==> src/rtl/pnr_bus_pkg.sv <==
// Shared definitions for the PNR system-bus initiator and the PNR register
// banks: FSM state encoding, default bus widths and register addresses.
package pnr_bus_pkg;

   typedef enum logic [1:0] {
      IDLE  = 2'd0,
      ISSUE = 2'd1,
      WAIT  = 2'd2,
      RESP  = 2'd3
   } bus_state_t;

   localparam int PNR_ADDR_W = 32;
   localparam int PNR_DATA_W = 32;

   // Register map shared with the PNR register bank
   localparam logic [31:0] PNR_ADDR_LED  = 32'h0000_0000;
   localparam logic [31:0] PNR_ADDR_THR1 = 32'h0000_0001;
   localparam logic [31:0] PNR_ADDR_THR2 = 32'h0000_0002;
   localparam logic [31:0] PNR_ADDR_THR3 = 32'h0000_0003;
   localparam logic [31:0] PNR_ADDR_THR4 = 32'h0000_0004;
   localparam logic [31:0] PNR_ADDR_THR5 = 32'h0000_0005;
   localparam logic [31:0] PNR_ADDR_THR6 = 32'h0000_0006;
   localparam logic [31:0] PNR_ADDR_THR7 = 32'h0000_0007;

endpackage

==> src/rtl/pnr_bus_timeout_cnt.sv <==
// Timeout counter for the bus initiator: cleared outside the wait phase,
// counts while enabled, flags when it sits on the terminal value.
module pnr_bus_timeout_cnt #(
   parameter int CNT_W = 8,
   parameter int TERM  = 15
) (
   input  logic clk_i,
   input  logic rst_i,
   input  logic clr_i,
   input  logic en_i,
   output logic tc_o
);

   logic [CNT_W-1:0] cnt_reg;

   // Clear has priority so every wait phase starts counting from zero
   always_ff @(posedge clk_i or posedge rst_i) begin
      if (rst_i) begin
         cnt_reg <= '0;
      end else if (clr_i) begin
         cnt_reg <= '0;
      end else if (en_i) begin
         cnt_reg <= cnt_reg + 1'b1;
      end
   end

   assign tc_o = (cnt_reg == CNT_W'(TERM));

endmodule

==> src/rtl/pnr_sys_bus_initiator.sv <==
// Red Pitaya system-bus initiator for the PNR register banks.
// One command at a time: strobe, wait for ack or timeout, return response.
// Optional statistics counters are built when PNR_BUS_INIT_STATS_EN is defined.
module pnr_sys_bus_initiator
   import pnr_bus_pkg::*;
#(
   parameter int ADDR_W         = PNR_ADDR_W,
   parameter int DATA_W         = PNR_DATA_W,
   parameter int TIMEOUT_CYCLES = 16,
   parameter int CNT_W          = 8
) (
   input  logic              clk_i,
   input  logic              rst_i,
   input  logic              cmd_valid_i,
   output logic              cmd_ready_o,
   input  logic              cmd_we_i,
   input  logic [ADDR_W-1:0] cmd_addr_i,
   input  logic [DATA_W-1:0] cmd_wdata_i,
   output logic              rsp_valid_o,
   input  logic              rsp_ready_i,
   output logic [DATA_W-1:0] rsp_rdata_o,
   output logic              rsp_err_o,
   output logic              rsp_timeout_o,
   output logic [ADDR_W-1:0] sys_addr,
   output logic [DATA_W-1:0] sys_wdata,
   output logic              sys_wen,
   output logic              sys_ren,
   input  logic [DATA_W-1:0] sys_rdata,
   input  logic              sys_err,
   input  logic              sys_ack
`ifdef PNR_BUS_INIT_STATS_EN
   ,
   output logic [31:0]       stat_txn_o,
   output logic [15:0]       stat_timeout_o,
   output logic [15:0]       stat_err_o
`endif
);

   bus_state_t state_reg;
   logic       we_reg;
   logic       cnt_tc;

   // Counter only runs in WAIT; any other state holds it at zero
   pnr_bus_timeout_cnt #(
      .CNT_W (CNT_W),
      .TERM  (TIMEOUT_CYCLES - 1)
   ) u_timeout_cnt (
      .clk_i (clk_i),
      .rst_i (rst_i),
      .clr_i (state_reg != WAIT),
      .en_i  (state_reg == WAIT),
      .tc_o  (cnt_tc)
   );

   // Transaction FSM; every output is a register so sys_ack never reaches a strobe combinationally
   always_ff @(posedge clk_i or posedge rst_i) begin
      if (rst_i) begin
         state_reg     <= IDLE;
         we_reg        <= 1'b0;
         cmd_ready_o   <= 1'b0;
         rsp_valid_o   <= 1'b0;
         rsp_rdata_o   <= '0;
         rsp_err_o     <= 1'b0;
         rsp_timeout_o <= 1'b0;
         sys_addr      <= '0;
         sys_wdata     <= '0;
         sys_wen       <= 1'b0;
         sys_ren       <= 1'b0;
      end else begin
         sys_wen <= 1'b0;
         sys_ren <= 1'b0;
         case (state_reg)
            IDLE: begin
               if (cmd_valid_i && cmd_ready_o) begin
                  we_reg      <= cmd_we_i;
                  sys_addr    <= cmd_addr_i;
                  sys_wdata   <= cmd_wdata_i;
                  sys_wen     <= cmd_we_i;
                  sys_ren     <= !cmd_we_i;
                  cmd_ready_o <= 1'b0;
                  state_reg   <= ISSUE;
               end else begin
                  cmd_ready_o <= 1'b1;
               end
            end
            ISSUE: begin
               // Strobe is high for exactly this cycle; an ack here is ignored
               state_reg <= WAIT;
            end
            WAIT: begin
               if (sys_ack) begin
                  rsp_rdata_o   <= we_reg ? '0 : sys_rdata;
                  rsp_err_o     <= sys_err;
                  rsp_timeout_o <= 1'b0;
                  rsp_valid_o   <= 1'b1;
                  state_reg     <= RESP;
               end else if (cnt_tc) begin
                  rsp_rdata_o   <= '0;
                  rsp_err_o     <= 1'b0;
                  rsp_timeout_o <= 1'b1;
                  rsp_valid_o   <= 1'b1;
                  state_reg     <= RESP;
               end
            end
            RESP: begin
               if (rsp_ready_i) begin
                  rsp_valid_o   <= 1'b0;
                  rsp_rdata_o   <= '0;
                  rsp_err_o     <= 1'b0;
                  rsp_timeout_o <= 1'b0;
                  cmd_ready_o   <= 1'b1;
                  state_reg     <= IDLE;
               end
            end
            default: state_reg <= IDLE;
         endcase
      end
   end

`ifdef PNR_BUS_INIT_STATS_EN
   logic rsp_fire;
   assign rsp_fire = rsp_valid_o && rsp_ready_i;

   // Saturating statistics, updated when a response is consumed
   always_ff @(posedge clk_i or posedge rst_i) begin
      if (rst_i) begin
         stat_txn_o     <= '0;
         stat_timeout_o <= '0;
         stat_err_o     <= '0;
      end else if (rsp_fire) begin
         if (stat_txn_o != '1) begin
            stat_txn_o <= stat_txn_o + 1'b1;
         end
         if (rsp_timeout_o && (stat_timeout_o != '1)) begin
            stat_timeout_o <= stat_timeout_o + 1'b1;
         end
         if (rsp_err_o && (stat_err_o != '1)) begin
            stat_err_o <= stat_err_o + 1'b1;
         end
      end
   end
`endif

endmodule

==> config.mk <==
export PLATFORM = sky130hd
export DESIGN_NAME = pnr_sys_bus_initiator
export DESIGN_NICKNAME = d
export VERILOG_FILES = /design/src/rtl/pnr_bus_pkg.sv /design/src/rtl/pnr_bus_timeout_cnt.sv /design/src/rtl/pnr_sys_bus_initiator.sv
export SDC_FILE = /design/constraint.sdc
export NUM_CORES = 1
export LEC_CHECK = 0
export CAP_MARGIN = 25
export CORE_MARGIN = 3
export CORE_UTILIZATION = 40
export DETAILED_ROUTE_END_ITERATION = 8
export GPL_ROUTABILITY_DRIVEN = 0
export MAX_ROUTING_LAYER = met4
export PLACE_DENSITY = 0.77
export SLEW_MARGIN = 20
export SYNTH_ARGS = -nofsm -noshare
export SYNTH_HDL_FRONTEND = slang
export SYNTH_SLANG_ARGS = --single-unit
==> constraint.sdc <==
create_clock -name clk_i -period 4.3 [get_ports clk_i]
set_input_delay 0.43 -clock clk_i [delete_from_list [all_inputs] [get_ports clk_i]]
set_output_delay 0.43 -clock clk_i [all_outputs]
set_load 0.02 [all_outputs]
==> flow_metrics.env, run 1 <==
export IMPL_floorplan_die_area_um2=12900
export IMPL_postCtsResizedCells=0
export IMPL_synth_top_cell_area_share=0.611
export IMPL_postSynthNetCount=428
export IMPL_io_pins=205
export IMPL_port_buffers=204
export IMPL_p_comb_frac=0.461
export IMPL_ys_seq_area_frac=0.611
export IMPL_tritoncts="done"
export IMPL_synth_async_reset_ratio=1.00
export IMPL_max_slew_margin_rel=0.489
export IMPL_startpoint_type="flop"
export IMPL_slowest_stage="nand3_2"
export IMPL_row_count=38
export IMPL_synth_edff_count=0
export IMPL_crit_type="flop to flop"
export IMPL_vias_per_cell=5.13
export IMPL_pwr_share_clk=0.219
export IMPL_grtUsageTotal=0.193
export IMPL_grt_max_degree=45
export IMPL_synth_main_ff_cell="dfrtp_1"
export IMPL_synth_cell_types=34
export IMPL_cts_buffers=17
export IMPL_cts_root_buffer="clkbuf_16"
export IMPL_tightest_slew_ns=0.766
export IMPL_worstPathRequired_ns=4.57
export IMPL_layout_drive_gt1_share=0.191
export IMPL_hold_viol=0
export IMPL_startpoint="state_reg[0]"
export IMPL_synth_cells_most_frequent="113 x dfrtp_1, 64 x mux2_2, 36 x a21o_1"
export IMPL_clock_fmax_ghz=0.444
export IMPL_clock_sinks=113
export IMPL_gr_total_overflow=0
export IMPL_cp_end_kind="flop"
export IMPL_post_cts_buffers=0
export IMPL_yosys_warnings=0
export IMPL_synth_area_top_cells="dfrtp_1 61%, mux2_2 16%, a22o_1 6.1%"
export IMPL_first_global_vias=3754
export IMPL_wirelength_um=11800
export IMPL_fp_dieH_um=114
export IMPL_cp_cell_sequence="inv_1, ha_1, nand3_2, buf_4, mux2_2"
export IMPL_wire_per_inst_um=17.3
export IMPL_fin_crit_ns=2.25
export IMPL_drc=0
export IMPL_drtIter0Drc=119
export IMPL_seq_power_share=0.320
export IMPL_power_uw=5500
export IMPL_reg2reg_from="state_reg[0]"
export IMPL_path_max_fanout=33
export IMPL_syn_area_per_cell_um2=14.4
export IMPL_die_width_um=114
export IMPL_clk_pin_slew_worst_paths_ns=0.05
export IMPL_ctsLongestPathBuffers=2
export IMPL_dp_hpwl_um=8470
export IMPL_largest_registers="rsp_rdata_o (32), sys_addr (32), sys_wdata (32)"
export IMPL_p_per_area_nw_per_um2=750
export IMPL_fin_crit_sh=0.524
export IMPL_swShare=0.337
export IMPL_max_vdd_ir_drop_v=0.000451
export IMPL_fillCellCount=842
export IMPL_cap_violations=0
export IMPL_grt_pass1_wl_um=19000
export IMPL_setup_tns_ns=0
export IMPL_synth_area_leader_cell="dfrtp_1"
export IMPL_synth_most_common_cell="dfrtp_1"
export IMPL_skew_ns=0.00564
export IMPL_hp_class="flop to flop"
export IMPL_ant_nets=0
export IMPL_synth_seq_cells=113
export IMPL_rsz0062_at_grt="no"
export IMPL_drtPass1Iterations=4
export IMPL_grt_antenna_before_repair=0
export IMPL_setup_viol=0
export IMPL_diodes=0
export IMPL_p_switching_uw=1860
export IMPL_clock_latency_ns=0.39
export IMPL_worstHoldStart="u_timeout_cnt.cnt_reg[0]"
export IMPL_synthCells=321
export IMPL_cpPeakStageDelay_ns=0.61
export IMPL_post_place_ws_ns=1.80
export IMPL_cts_max_level=4
export IMPL_final_net_count=640
export IMPL_vias=3481
export IMPL_intPower_uw=3650
export IMPL_hold_buffers=0
export IMPL_arrival_ns=2.53
export IMPL_core_um2=11100
export IMPL_syn_area_um2=4630
export IMPL_leakagePower_uw=0.00336
export IMPL_start_util=0.418
export IMPL_outcome="completed"
export IMPL_slew_violations=0
export IMPL_area_delta_synth_final_pct=58.7
export IMPL_fin_ws_ns=2.05
## metrics by stage
step	util	instances	hold slack (ns)	cell area, um2
2_1_floorplan	-	321	0.425	4630
3_3_place_gp	0.615	653	0.438	6810
3_5_place_dp	0.615	653	0.447	6810
4_1_cts	0.660	678	0.453	7320
5_1_grt	0.663	679	0.480	7340
6_report	0.663	679	0.453	7340
## power groups by stage
stage | Sequential (uW) | Combinational (uW) | Clock, uW
floorplan | 2250 | 892 | 0
global placement | 1750 | 2480 | 0
detailed placement | 1770 | 2530 | 0
CTS | 1760 | 2540 | 1230
global route | 1820 | 2700 | 1280
finish | 1760 | 2540 | 1210
## layout make-up
| type | count | area, um2 | area share |
|---|---|---|---|
| Timing Repair Buffer | 211 | 2110 | 0.288 |
| Tap cell | 140 | 175 | 0.0239 |
| Inverter | 5 | 21.3 | 0.00290 |
| Clock inverter | 1 | 5.00 | 0.000682 |
| Clock buffer | 24 | 502 | 0.0683 |
| Sequential cell | 113 | 2830 | 0.385 |
| Multi-Input combinational cell | 185 | 1700 | 0.231 |
## placed cells by master, fill, tap and decap left out, drive strengths merged, types with 3 or more instances in the layout
| cell type | instances |
|---|---|
| clkdlybuf4s50 | 204 |
| dfrtp | 113 |
| mux2 | 64 |
| a21o | 36 |
| a22o | 32 |
| clkbuf | 25 |
| nor2 | 6 |
| a21oi | 6 |
| buf | 6 |
| inv | 5 |
| o21ai | 4 |
| ha | 4 |
| nand3 | 4 |
| nand2 | 3 |
| or3 | 3 |
## per-layer routing
layer	wire length, um	GRT usage	part of all wire
met1	4880	0.232	0.41
met2	5990	0.307	0.51
met3	686	0.0584	0.058
met4	216	0.0705	0.018
met5	0	-	0
## critical path, delay by kind of cell, from the launching register on
| kind | cells | cell delay (ns) |
|---|---|---|
| multiplexers | 1 | 0.30 |
| flip-flops | 1 | 0.39 |
| AND/OR/NAND/NOR | 1 | 0.61 |
| adder cells (fa/ha/maj) | 1 | 0.22 |
| buffers and inverters | 2 | 0.60 |
## cells by family (layout without fill, tap and decap cells)
| group | after synthesis | in the layout | share of synthesized area |
|---|---|---|---|
| compound gates | 87 | 87 | 0.150 |
| xor+xnor | 3 | 3 | 0.00568 |
| fa+ha+maj | 4 | 4 | 0.0108 |
| buf+inv | 23 | 241 | 0.0289 |
| flops | 113 | 113 | 0.611 |
| mux | 66 | 66 | 0.160 |
| simple gates | 25 | 25 | 0.0335 |
## final timing paths
kind                                            end  cells past startpoint  slack, ns
max                                    sys_addr[28]                      5       2.05
min                        u_timeout_cnt.cnt_reg[0]                      1       0.45
max reg2reg                            sys_addr[28]                      5       2.05
min reg2reg                u_timeout_cnt.cnt_reg[0]                      1       0.45
max in group asynchronous             sys_wdata[23]                      3       2.89
min in group asynchronous              sys_addr[19]                      2       0.46
(Power assumes the default switching activity.)
==> run 2, diff against run 1 <==
Clock period 4.3 ns to 2.3 ns, I/O delays scaled along.
==> run 2 against run 1 <==
  * Register-to-register slack worse by 1.7 ns
  * Clock skew up 0.0050 ns
  * First-iteration DRC count up 31%
  * Critical path depth is 1 higher
  * Sequential power up 87%
  * Global-route usage fell by 0.36 points
  * Highest routed layer unchanged
==> flow_metrics.env, run 2 (synthesis gave the netlist of run 1 again) <==
export IMPL_outcome="completed"
export IMPL_die_width_um=114
export IMPL_ctsLongestPathBuffers=2
export IMPL_layout_drive_gt1_share=0.205
export IMPL_wl_met1_um=4890
export IMPL_setup_viol=0
export IMPL_dp_cells=654
export IMPL_p_comb_frac=0.435
export IMPL_io_pins=205
export IMPL_rsz0062_at_grt="no"
export IMPL_leakagePower_uw=0.00342
export IMPL_first_global_vias=3616
export IMPL_gr_total_overflow=0
export IMPL_skew_ns=0.0106
export IMPL_diodes=0
export IMPL_grtUsageTotal=0.189
export IMPL_arrival_ns=2.32
export IMPL_drc=0
export IMPL_dp_hpwl_um=8210
export IMPL_instances_no_fill=687
export IMPL_max_slew_margin_rel=0.624
export IMPL_final_net_count=641
export IMPL_clock_latency_ns=0.41
export IMPL_floorplan_die_area_um2=12900
export IMPL_grt_antenna_before_repair=0
export IMPL_post_cts_buffers=0
export IMPL_slew_violations=0
export IMPL_hold_buffers=0
export IMPL_cp_end_kind="flop"
export IMPL_startpoint_type="flop"
export IMPL_row_count=38
export IMPL_drtPass1Iterations=4
export IMPL_fin_area_um2=7510
export IMPL_wl_met3_um=754
export IMPL_wirelength_um=11600
export IMPL_worstPathRequired_ns=2.64
export IMPL_seq_power_share=0.302
export IMPL_crit_type="flop to flop"
export IMPL_clock_fmax_ghz=0.504
export IMPL_p_switching_uw=3600
export IMPL_wire_per_inst_um=16.9
export IMPL_max_vdd_ir_drop_v=0.000777
export IMPL_tightest_slew_ns=0.564
export IMPL_vias=3458
export IMPL_cap_violations=0
export IMPL_fp_dieH_um=114
export IMPL_placed_cell_area_um2=6840
export IMPL_core_um2=11100
export IMPL_cts_buffers=17
export IMPL_intPower_uw=7300
export IMPL_vias_per_cell=5.03
export IMPL_grt_max_degree=46
export IMPL_cts_root_buffer="clkbuf_16"
export IMPL_clock_sinks=113
export IMPL_wl_met2_um=5680
export IMPL_ant_nets=0
export IMPL_path_max_fanout=32
export IMPL_postCtsResizedCells=0
export IMPL_drtIter0Drc=156
export IMPL_final_cell_mix="204 x clkdlybuf4s50_1, 113 x dfrtp_1, 64 x mux2_2, 36 x a21o_1, 32 x a22o_1"
export IMPL_cts_max_level=4
export IMPL_pwr_share_clk=0.263
export IMPL_p_per_area_nw_per_um2=1450
export IMPL_hold_viol=0
export IMPL_port_buffers=204
export IMPL_setup_tns_ns=0
export IMPL_layout_commonest_cell="clkdlybuf4s50_1"
export IMPL_clk_pin_slew_worst_paths_ns=0.06
export IMPL_utilization=0.678
export IMPL_start_util=0.418
export IMPL_fin_crit_sh=0.863
export IMPL_area_delta_synth_final_pct=62.3
export IMPL_tritoncts="done"
export IMPL_power_uw=10900
export IMPL_largest_registers="rsp_rdata_o (32), sys_addr (32), sys_wdata (32)"
export IMPL_grt_pass1_wl_um=18500
export IMPL_fin_crit_ns=1.98
export IMPL_swShare=0.330
export IMPL_top_layer_used="met4"
export IMPL_hp_class="input pin to asynchronous set/reset pin"
-- run 2: layout make-up --
class	count	area, um2
fillers	828	3570
inverters	5	22.5
repair buffers	212	2130
flip-flops and latches	113	2830
clock buffers	19	443
multi-input cells	185	1700
clock inverters	13	210
well taps	140	175
-- run 2: worst paths after layout --
check / start / endpoint / slack, ns / cells after the start
worst max register to register: state_reg[0] / rsp_rdata_o[28] / 0.32 / 6
min in group clk_i: cmd_we_i / sys_ren / 0.39 / 2
worst max-delay path: state_reg[0] / rsp_rdata_o[28] / 0.32 / 6
worst min register to register: u_timeout_cnt.cnt_reg[0] / u_timeout_cnt.cnt_reg[0] / 0.46 / 1
max in group asynchronous: rst_i / rsp_timeout_o / 1.53 / 3
worst min-delay path: rst_i / sys_addr[15] / 0.30 / 3
-- run 2: through the flow --
stage          setup WS [ns]  hold slack [ns]
2_1_floorplan          0.629            0.296
3_3_place_gp           0.275            0.442
3_5_place_dp           0.225            0.452
4_1_cts                0.164            0.298
5_1_grt                0.193            0.324
6_report               0.316            0.296
-- run 2: critical path, cell delays in order, from the launching register on --
cell	delay (ns)
dfrtp_1	0.39
inv_1	0.12
ha_1	0.40
nor4bb_4	0.36
buf_4	0.35
a22o_1	0.19
a21o_1	0.09
-- run 2: metal layers --
metal | vias to the layer above | global-route usage
met5 | - | -
met4 | 0 | 0.0777
met3 | 23 | 0.0509
met2 | 137 | 0.294
met1 | 1691 | 0.235
li1 | 1607 | -
-- run 2: power groups by stage --
| stage | registers [uW] | clock network (uW) | logic (uW) |
|---|---|---|---|
| 4_1_cts | 3300 | 2930 | 4770 |
| 2_1_floorplan | 4210 | 0 | 1670 |
| 5_1_grt | 3410 | 3020 | 5050 |
| 6_report | 3290 | 2870 | 4750 |
| 3_5_place_dp | 3310 | 0 | 4750 |
| 3_3_place_gp | 3260 | 0 | 4650 |
==> run 3, diff against run 2 <==
Settings changed: CORE_UTILIZATION 40 to 25, DONT_BUFFER_PORTS from default to 1, PLACE_DENSITY 0.77 to default, SETUP_SLACK_MARGIN from default to 0.15.
==> run 3 against run 2 <==
  * Register-to-register slack improved by 0.06 ns
  * Critical path depth unchanged
  * Routed wire length decreased by 2.1%
  * Global-route usage decreased by 7.4 points
  * Via count decreased by 13%
  * Die area increased by 56%
  * Sequential power increased by 35%
  * Clock power decreased by 7.3%
==> flow_metrics.env, run 3 (synthesis gave the netlist of run 1 again) <==
export IMPL_outcome="completed"
export IMPL_largest_registers="rsp_rdata_o (32), sys_addr (32), sys_wdata (32)"
export IMPL_slowest_stage="dfrtp_1"
export IMPL_rsz0062_at_grt="no"
export IMPL_gr_total_overflow=0
export IMPL_worstPathRequired_ns=2.64
export IMPL_first_global_vias=3429
export IMPL_drtIter0Drc=80
export IMPL_layout_commonest_cell="dfrtp_1"
export IMPL_postCtsResizedCells=0
export IMPL_whs_ns=0.0349
export IMPL_cpPeakStageDelay_ns=0.39
export IMPL_vias_per_cell=4.72
export IMPL_crit_type="flop to flop"
export IMPL_grt_antenna_before_repair=0
export IMPL_power_uw=9220
export IMPL_final_cell_mix="113 x dfrtp_1, 67 x dlygate4sd3_1, 64 x mux2_2, 36 x a21o_1, 32 x a22o_1"
export IMPL_core_um2=18100
export IMPL_slew_violations=0
export IMPL_hp_class="input pin to flop"
export IMPL_area_delta_synth_final_pct=34.2
export IMPL_cts_root_buffer="clkbuf_16"
export IMPL_fin_ws_ns=0.372
export IMPL_clock_latency_ns=0.40
export IMPL_wire_per_inst_um=17.8
export IMPL_cp_cell_sequence="inv_1, ha_1, nor4bb_4, buf_4, a22o_1, a21o_1"
export IMPL_port_buffers=0
export IMPL_fillCellCount=1722
export IMPL_grtUsageTotal=0.115
export IMPL_clock_fmax_ghz=0.519
export IMPL_final_net_count=504
export IMPL_wirelength_um=11400
export IMPL_reg2reg_from="state_reg[0]"
export IMPL_max_slew_margin_rel=0.501
export IMPL_tritoncts="done"
export IMPL_cts_max_level=4
export IMPL_path_max_fanout=32
export IMPL_max_vdd_ir_drop_v=0.000532
export IMPL_startpoint="state_reg[0]"
export IMPL_ctsLongestPathBuffers=2
export IMPL_row_count=49
export IMPL_io_pins=205
export IMPL_vias=3013
export IMPL_post_cts_buffers=0
export IMPL_setup_viol=0
export IMPL_cap_violations=0
export IMPL_cts_buffers=17
export IMPL_arrival_ns=2.27
export IMPL_reg2reg_depth=6
export IMPL_ant_nets=0
export IMPL_start_util=0.256
export IMPL_layout_drive_gt1_share=0.276
export IMPL_hold_buffers=67
export IMPL_floorplan_die_area_um2=20200
export IMPL_startpoint_type="flop"
export IMPL_grt_pass1_wl_um=17600
export IMPL_utilization=0.343
export IMPL_hold_viol=0
export IMPL_fin_crit_ns=1.93
export IMPL_fin_crit_sh=0.838
export IMPL_diodes=0
export IMPL_fp_dieH_um=142
export IMPL_drtPass1Iterations=4
export IMPL_post_place_ws_ns=0.240
export IMPL_leakagePower_uw=0.00291
export IMPL_die_width_um=142
export IMPL_worstHoldStart="sys_rdata[16]"
export IMPL_holdPathStages=2
export IMPL_tightest_slew_ns=0.749
export IMPL_p_per_area_nw_per_um2=1490
export IMPL_grt_max_degree=60
export IMPL_dp_hpwl_um=7680
export IMPL_skew_ns=0.00578
export IMPL_clk_pin_slew_worst_paths_ns=0.05
export IMPL_drc=0
export IMPL_cp_end_kind="flop"
export IMPL_setup_tns_ns=0
export IMPL_clock_sinks=113
-- run 3: cell types whose count changed in the layout (fill, tap and decap cells not counted), moves of 2 or more --
| cell | previous run | this run |
|---|---|---|
| clkdlybuf4s50_1 | 204 | 0 |
| dlygate4sd3_1 | 0 | 67 |
| clkinv_2 | 2 | 5 |
| bufinv_16 | 5 | 3 |
-- run 3: layout make-up --
| class | instances | area [um2] | area share |
|---|---|---|---|
| Multi-Input combinational cell | 185 | 1710 | 0.275 |
| Tap cell | 229 | 287 | 0.0462 |
| Clock buffer | 18 | 439 | 0.0708 |
| Timing Repair Buffer | 75 | 761 | 0.123 |
| Sequential cell | 113 | 2830 | 0.456 |
| Inverter | 5 | 22.5 | 0.00363 |
| Clock inverter | 14 | 165 | 0.0266 |
-- run 3: critical path: cells and delay by family, from the launching register on --
family	cells	cell delay (ns)
AO/OA/AOI/OAI	2	0.28
AND/OR/NAND/NOR	1	0.34
buffers and inverters	2	0.47
adder cells (fa/ha/maj)	1	0.37
flip-flops	1	0.39
-- run 3: final timing paths --
| check | to | slack [ns] |
|---|---|---|
| worst max-delay path | rsp_rdata_o[20] | 0.37 |
| worst min-delay path | rsp_rdata_o[16] | 0.03 |
| worst max register to register | rsp_rdata_o[20] | 0.37 |
| worst min register to register | u_timeout_cnt.cnt_reg[0] | 0.45 |
| max in group asynchronous | rsp_rdata_o[17] | 1.23 |
| min in group asynchronous | sys_wdata[24] | 0.54 |
-- run 3: report_power, final --
group / total [uW] / internal (uW) / switching, uW
Sequential: 4440 / 2810 / 1630
Combinational: 2120 / 1230 / 896
Clock: 2660 / 1730 / 933
-- run 3: stage by stage --
step	area, um2	cells
4_1_cts	6180	638
5_1_grt	6210	639
2_1_floorplan	4630	321
3_3_place_gp	4910	539
6_report	6210	639
3_5_place_dp	4910	539
-- run 3: layer usage --
| metal | global-route usage | up-vias | wire length (um) | part of all wire |
|---|---|---|---|---|
| li1 | - | 1331 | - | - |
| met1 | 0.116 | 1541 | 4180 | 0.37 |
| met2 | 0.196 | 120 | 6090 | 0.54 |
| met3 | 0.0437 | 21 | 792 | 0.070 |
| met4 | 0.0571 | 0 | 297 | 0.026 |
| met5 | - | - | 0 | 0 |
